$ cat src/rtl/proc_pkg.sv
// Shared definitions for the multi-cycle RV32 control path: state encoding,
// opcode and ALU operation constants, plus the funct3 -> ALU operation helper.
package proc_pkg;

    typedef enum logic [2:0] {
        ST_IF   = 3'd0,
        ST_ID   = 3'd1,
        ST_EX   = 3'd2,
        ST_MEM  = 3'd3,
        ST_WB   = 3'd4,
        ST_HALT = 3'd5
    } state_e;

    localparam logic [6:0] OP_RTYPE = 7'b0110011;
    localparam logic [6:0] OP_IALU  = 7'b0010011;
    localparam logic [6:0] OP_LW    = 7'b0000011;
    localparam logic [6:0] OP_SW    = 7'b0100011;
    localparam logic [6:0] OP_BEQ   = 7'b1100011;

    localparam logic [3:0] ALU_AND = 4'b0000;
    localparam logic [3:0] ALU_OR  = 4'b0001;
    localparam logic [3:0] ALU_ADD = 4'b0010;
    localparam logic [3:0] ALU_XOR = 4'b0101;
    localparam logic [3:0] ALU_SUB = 4'b0110;
    localparam logic [3:0] ALU_SLT = 4'b0111;
    localparam logic [3:0] ALU_SRL = 4'b1000;
    localparam logic [3:0] ALU_SLL = 4'b1001;
    localparam logic [3:0] ALU_SRA = 4'b1010;

    // alt selects the SUB/SRA variant; callers decide when funct7[5] is honoured.
    function automatic logic [3:0] alu_funct(input logic [2:0] funct3, input logic alt);
        logic [3:0] op;
        case (funct3)
            3'b000:  op = alt ? ALU_SUB : ALU_ADD;
            3'b001:  op = ALU_SLL;
            3'b010:  op = ALU_SLT;
            3'b100:  op = ALU_XOR;
            3'b101:  op = alt ? ALU_SRA : ALU_SRL;
            3'b110:  op = ALU_OR;
            3'b111:  op = ALU_AND;
            default: op = ALU_ADD;
        endcase
        return op;
    endfunction

endpackage

$ cat src/rtl/proc_fsm_alu_decode.sv
// Purely combinational decode of the latched instruction into the ALU
// operation code and the operand-B select.
module alu_decode
    import proc_pkg::*;
(
    input  logic [31:0] ir,
    output logic [3:0]  alu_ctrl,
    output logic        alu_src
);

    logic [6:0] opcode_s;
    logic [2:0] funct3_s;
    logic       alt_s;
    logic       unused_ir_s;

    assign opcode_s    = ir[6:0];
    assign funct3_s    = ir[14:12];
    assign alt_s       = ir[30];
    assign unused_ir_s = ^{ir[31], ir[29:15], ir[11:7]};

    // Opcode selects the operation; unknown opcodes (including ir==0) give all-zero.
    always_comb begin
        alu_ctrl = ALU_AND;
        alu_src  = 1'b0;
        case (opcode_s)
            OP_RTYPE: begin
                alu_ctrl = alu_funct(funct3_s, alt_s);
                alu_src  = 1'b0;
            end
            OP_IALU: begin
                alu_ctrl = alu_funct(funct3_s, alt_s && (funct3_s == 3'b101));
                alu_src  = 1'b1;
            end
            OP_LW, OP_SW: begin
                alu_ctrl = ALU_ADD;
                alu_src  = 1'b1;
            end
            OP_BEQ: begin
                alu_ctrl = ALU_SUB;
                alu_src  = 1'b0;
            end
            default: begin
                alu_ctrl = ALU_AND;
                alu_src  = 1'b0;
            end
        endcase
    end

endmodule

$ cat src/rtl/proc_fsm.sv
// Multi-cycle control FSM (IF/ID/EX/MEM/WB/HALT). Strobes decode from the
// registered state and ir only; PCSrc additionally qualifies on the ALU zero flag.
module proc_fsm
    import proc_pkg::*;
#(
    parameter bit ILLEGAL_HALT = 1'b0
) (
    input  logic        clk,
    input  logic        rst_n,
    input  logic [31:0] instr,
    input  logic        zero,
    output logic        loadPC,
    output logic        PCSrc,
    output logic        ALUSrc,
    output logic [3:0]  ALUCtrl,
    output logic        RegWrite,
    output logic        MemRead,
    output logic        MemWrite,
    output logic        MemToReg,
    output logic [31:0] ir,
    output logic        halted,
    output logic [31:0] retired
);

    state_e      state_q, state_d;
    logic [31:0] ir_q, ir_d;
    logic [31:0] retired_q, retired_d;

    logic is_alu_s, is_lw_s, is_sw_s, is_beq_s;
    logic load_pc_s, pc_src_s, reg_write_s, mem_read_s, mem_write_s, mem_to_reg_s;
    logic retire_s;

    assign is_alu_s = (ir_q[6:0] == OP_RTYPE) || (ir_q[6:0] == OP_IALU);
    assign is_lw_s  = (ir_q[6:0] == OP_LW);
    assign is_sw_s  = (ir_q[6:0] == OP_SW);
    assign is_beq_s = (ir_q[6:0] == OP_BEQ);

    alu_decode u_alu_decode (
        .ir       (ir_q),
        .alu_ctrl (ALUCtrl),
        .alu_src  (ALUSrc)
    );

    // Next state, strobes and retirement; an illegal no-op pulses loadPC but is not counted.
    always_comb begin
        state_d      = state_q;
        ir_d         = ir_q;
        load_pc_s    = 1'b0;
        pc_src_s     = 1'b0;
        reg_write_s  = 1'b0;
        mem_read_s   = 1'b0;
        mem_write_s  = 1'b0;
        mem_to_reg_s = 1'b0;
        retire_s     = 1'b0;
        case (state_q)
            ST_IF: begin
                ir_d    = instr;
                state_d = ST_ID;
            end
            ST_ID: begin
                state_d = ST_EX;
            end
            ST_EX: begin
                mem_to_reg_s = is_lw_s;
                if (is_alu_s) begin
                    state_d = ST_WB;
                end else if (is_lw_s || is_sw_s) begin
                    state_d = ST_MEM;
                end else if (is_beq_s) begin
                    load_pc_s = 1'b1;
                    pc_src_s  = zero;
                    retire_s  = 1'b1;
                    state_d   = ST_IF;
                end else if (ILLEGAL_HALT) begin
                    state_d = ST_HALT;
                end else begin
                    load_pc_s = 1'b1;
                    state_d   = ST_IF;
                end
            end
            ST_MEM: begin
                mem_to_reg_s = is_lw_s;
                if (is_lw_s) begin
                    mem_read_s = 1'b1;
                    state_d    = ST_WB;
                end else begin
                    mem_write_s = 1'b1;
                    load_pc_s   = 1'b1;
                    retire_s    = 1'b1;
                    state_d     = ST_IF;
                end
            end
            ST_WB: begin
                mem_to_reg_s = is_lw_s;
                reg_write_s  = 1'b1;
                load_pc_s    = 1'b1;
                retire_s     = 1'b1;
                state_d      = ST_IF;
            end
            ST_HALT: begin
                state_d = ST_HALT;
            end
            default: begin
                state_d = ST_IF;
            end
        endcase
        if (retire_s) begin
            retired_d = retired_q + 32'd1;
        end else begin
            retired_d = retired_q;
        end
    end

    // State, instruction register and retirement counter.
    always_ff @(posedge clk or negedge rst_n) begin
        if (!rst_n) begin
            state_q   <= ST_IF;
            ir_q      <= 32'd0;
            retired_q <= 32'd0;
        end else begin
            state_q   <= state_d;
            ir_q      <= ir_d;
            retired_q <= retired_d;
        end
    end

    assign loadPC   = load_pc_s;
    assign PCSrc    = pc_src_s;
    assign RegWrite = reg_write_s;
    assign MemRead  = mem_read_s;
    assign MemWrite = mem_write_s;
    assign MemToReg = mem_to_reg_s;
    assign ir       = ir_q;
    assign halted   = (state_q == ST_HALT);
    assign retired  = retired_q;

endmodule
$ cat config.mk
export PLATFORM = sky130hd
export DESIGN_NAME = proc_fsm
export DESIGN_NICKNAME = d
export VERILOG_FILES = /design/src/rtl/proc_pkg.sv /design/src/rtl/proc_fsm_alu_decode.sv /design/src/rtl/proc_fsm.sv
export SDC_FILE = /design/constraint.sdc
export NUM_CORES = 1
export LEC_CHECK = 0
export BUFFER_PORTS_ARGS = -buffer_cell sky130_fd_sc_hd__buf_2
export CAP_MARGIN = 15
export CORE_MARGIN = 2
export CORE_UTILIZATION = 44
export CTS_CLUSTER_SIZE = 24
export DETAILED_ROUTE_END_ITERATION = 16
export GPL_TIMING_DRIVEN = 0
export PLACE_DENSITY = 0.72
export RECOVER_POWER = 25
export SYNTH_ARGS = -nofsm -noshare
export SYNTH_HDL_FRONTEND = slang
export SYNTH_SLANG_ARGS = --single-unit
export TNS_END_PERCENT = 1
$ cat constraint.sdc
create_clock -name clk -period 4.65 [get_ports clk]
set_clock_uncertainty 0.1 [all_clocks]
set_input_delay 0.6975 -clock clk [delete_from_list [all_inputs] [get_ports clk]]
set_output_delay 0.6975 -clock clk [all_outputs]
set_load 0.02 [all_outputs]
==> impl_metrics.csv <==
group,metric,value,unit
outcome,status,"finished with violations",
outcome,violations,"max-capacitance violations, max-slew violations",
synthesis,ys_warn_count,0,
grt,track_usage,18.8,%
synthesis,synth_edf_count,0,
worst_hold_path,hold_path.class,"flop to flop",
setup_path,critical_path.cell_chain,"nand4bb_1 > clkbuf_1 > nor2_1 > nand2_1 > a21oi_1 > buf_2",
synthesis,ys_seq_area_share,55.4,%
synthesis,synth_cell_types,34,
die,die_h,86.9,µm
grt,grt_pass1_wl,11000,µm
sta,fin_crit_sh,55.8,%
die,start_util,45.0,%
die,die_area,7550,µm²
setup_path,worst_ep_required_time,3.85,ns
setup_path,arrival,1.80,ns
grt,grt_use_met2,30.7,%
setup_path,crit_path_start_kind,"flop",
sta,hold_viol_final,0,
finish,n_antenna_cell,0,
die,die_w,86.9,µm
clock_tree,cts_resized,0,
clock_tree,clk_latency,0.33,ns
clock_tree,cts_root_buffer,"clkbuf_8",
synthesis,async_flop_share,100,%
detailed_routing,viasPerCell,5.10,
detailed_routing,antenna_violating_nets_post_route,0,
synthesis,yosys-top-cells-area,"dfrtp_1, mux2_2, xnor2_1",
synthesis,syn_avg_cell_area,11.8,µm²
grt,use_met1,24.3,%
grt,grt_max_degree,68,
power,p_leak,2.00,nW
setup_path,regToRegSetupSlack,2.22,ns
finish,area_delta_synth_final,29.0,%
finish,seqCellArea,1680,µm²
die,ioPinCount,111,
sta,setup_viol,0,
synthesis,postSynthCellCount,256,
flow_run,drv_cap,1,
setup_path,cp_max_fo,7,
setup_path,worstSetupPathType,"flop to output pin",
clock_tree,clkTransAtPathRegs,0.07,ns
detailed_routing,routed_wl,6880,µm
sta,setup_slack,2.06,ns
synthesis,synth.top_cell.area_share,55.4,%
synthesis,yosys-top-cells-count,"dfrtp_1, mux2_2, nand2_1",
power,power,2.37,mW
finish,n_fill_cell,602,
clock_tree,postCtsSetupRepairBufs,0,
die,fp.coreArea,6720,µm²
grt,busiest_layer,"met2",
detailed_routing,post-route-drc-count,0,
grt,antenna_found_initial,0,
finish,fin_area,3900,µm²
placed_design,port-buffer-count,110,
finish,stdcell_count,462,
synthesis,yosys.cell_count.top_type,"dfrtp_1",
synthesis,synth-seq-cells,67,
sta,worst-slew-pin-transition,1.68,ns
setup_path,cpPeakStageDelay,0.40,ns
synthesis,netlist_area,3020,µm²
clock_tree,h-tree-depth,3,
grt,grt_pass1_vias,2256,
placed_design,hpwl,4940,µm
setup_path,critPathSlowestCell,"dfrtp_1",
sta,slew_headroom,-12.2,%
detailed_routing,vias,2354,
power,p_per_area,606,nW/µm²
clock_tree,clockBufferDepth,2,
finish,multiInputGateArea,1280,µm²
die,std_cell_rows,30,
sta,max_freq,385,MHz
clock_tree,tritoncts,"yes",
clock_tree,postCtsHoldBufs,0,
placed_design,placed_area,3680,µm²
detailed_routing,dr.pass1.iters,4,
setup_path,endpoint_kind,"output pin",
sta,tns,0,ns
detailed_routing,wl_per_cell,14.9,µm
finish,layout.nets,413,
clock_tree,clock-sinks,67,
clock_tree,cts_buffers,9,
synthesis,ys.flop_type,"dfrtp_1",
finish,drive_above_1_share,42.9,%
grt,grt_use_met3,3.13,%
synthesis,yosysTopAreaCell,"dfrtp_1",
placed_design,dp.cells,446,
placed_design,pre_cts_ws,2.26,ns
placed_design,place_congestion,0.781,
grt,grt_overflow,0,
sta,finalCriticalPeriod,2.59,ns
sta,slew_viol_final,68,
detailed_routing,drt_iter0_drc,97,
power,peakVddDrop,0.324,mV
sta,rsz0062_at_grt,"false",
synthesis,syn_nets,292,
path summary, 6_finish.rpt:
kind,start,end,cells after the start
max reg2reg,ir[5],retired[11],6
max in group asynchronous,rst_n,ir[1],1
max,ir[2],MemToReg,6
min reg2reg,retired[14],retired[14],1
min in group asynchronous,rst_n,ir[15],1
min,retired[14],retired[14],1
layer usage:
metal	vias up	part of all wire [%]
met2	52	50
met3	10	3.4
met5	-	0
met1	1145	45
met4	0	1.6
li1	1147	-
cells by family (layout without fill, tap and decap cells):
| logic type | count (synthesis) | count (layout) | share of synthesized area (%) |
|---|---|---|---|
| buffers and inverters | 13 | 139 | 2.23 |
| and+or+nand+nor | 95 | 95 | 17.2 |
| adders and majority gates | 1 | 1 | 0.414 |
| DFF | 67 | 67 | 55.4 |
| muxes | 33 | 33 | 12.2 |
| AOI/OAI and AO/OA | 15 | 15 | 3.19 |
| xor gates and xnor gates | 32 | 32 | 9.27 |
placed cells by master (no fill, tap or decap), types with 2 or more instances in the layout:
cell type  netlist  final
and2_1           3      3
mux2_2          32     32
nor2_1          11     11
and3_1           7      7
clkbuf_1         5      6
dfrtp_1         67     67
clkbuf_8         0     11
o21ai_0          3      3
nand4_1          8      8
or3_1            4      4
nand3_1         13     13
o31ai_1          2      2
nand3b_1         5      5
nand2_1         18     18
a21oi_1          5      5
inv_1            3      3
xor2_1          16     16
xnor2_1         16     16
nor3_1          11     11
a211oi_1         2      2
buf_2            3    112
bufinv_16        0      2
nand2b_1         4      4
and4_1           2      2
buf_6            2      2
nor4_1           4      4
worst max-delay path: cells and delay by family (launching register included):
kind | cells | cell delay, ns
buffers and inverters | 2 | 0.39
AO/OA/AOI/OAI | 1 | 0.13
flip-flops | 1 | 0.40
AND/OR/NAND/NOR | 3 | 0.57
state kept, by name (all words and copies together), names as in the netlist:
signal and count:
ir 32, retired 32, state_q 3
per-stage QoR:
step,util (%),hold slack (ns)
floorplan,-,0.302
global placement,54.7,0.366
detailed placement,54.7,0.363
CTS,58.1,0.383
global route,58.1,0.399
finish,58.1,0.379
power breakdown:
part / switching [mW] / internal, mW
Sequential: 0.129 / 0.753
Clock: 0.214 / 0.331
Combinational: 0.535 / 0.404
Total: 0.878 / 1.49
final cells by class:
type / instances / area share (%)
tap: 80 / 2.56
clock inverter: 4 / 1.86
inverter: 3 / 0.289
timing repair buffer: 110 / 14.1
buffer: 10 / 1.44
sequential: 67 / 43.0
clock buffer: 12 / 3.98
multi-input combinational: 176 / 32.8
(Power assumes the default switching activity.)
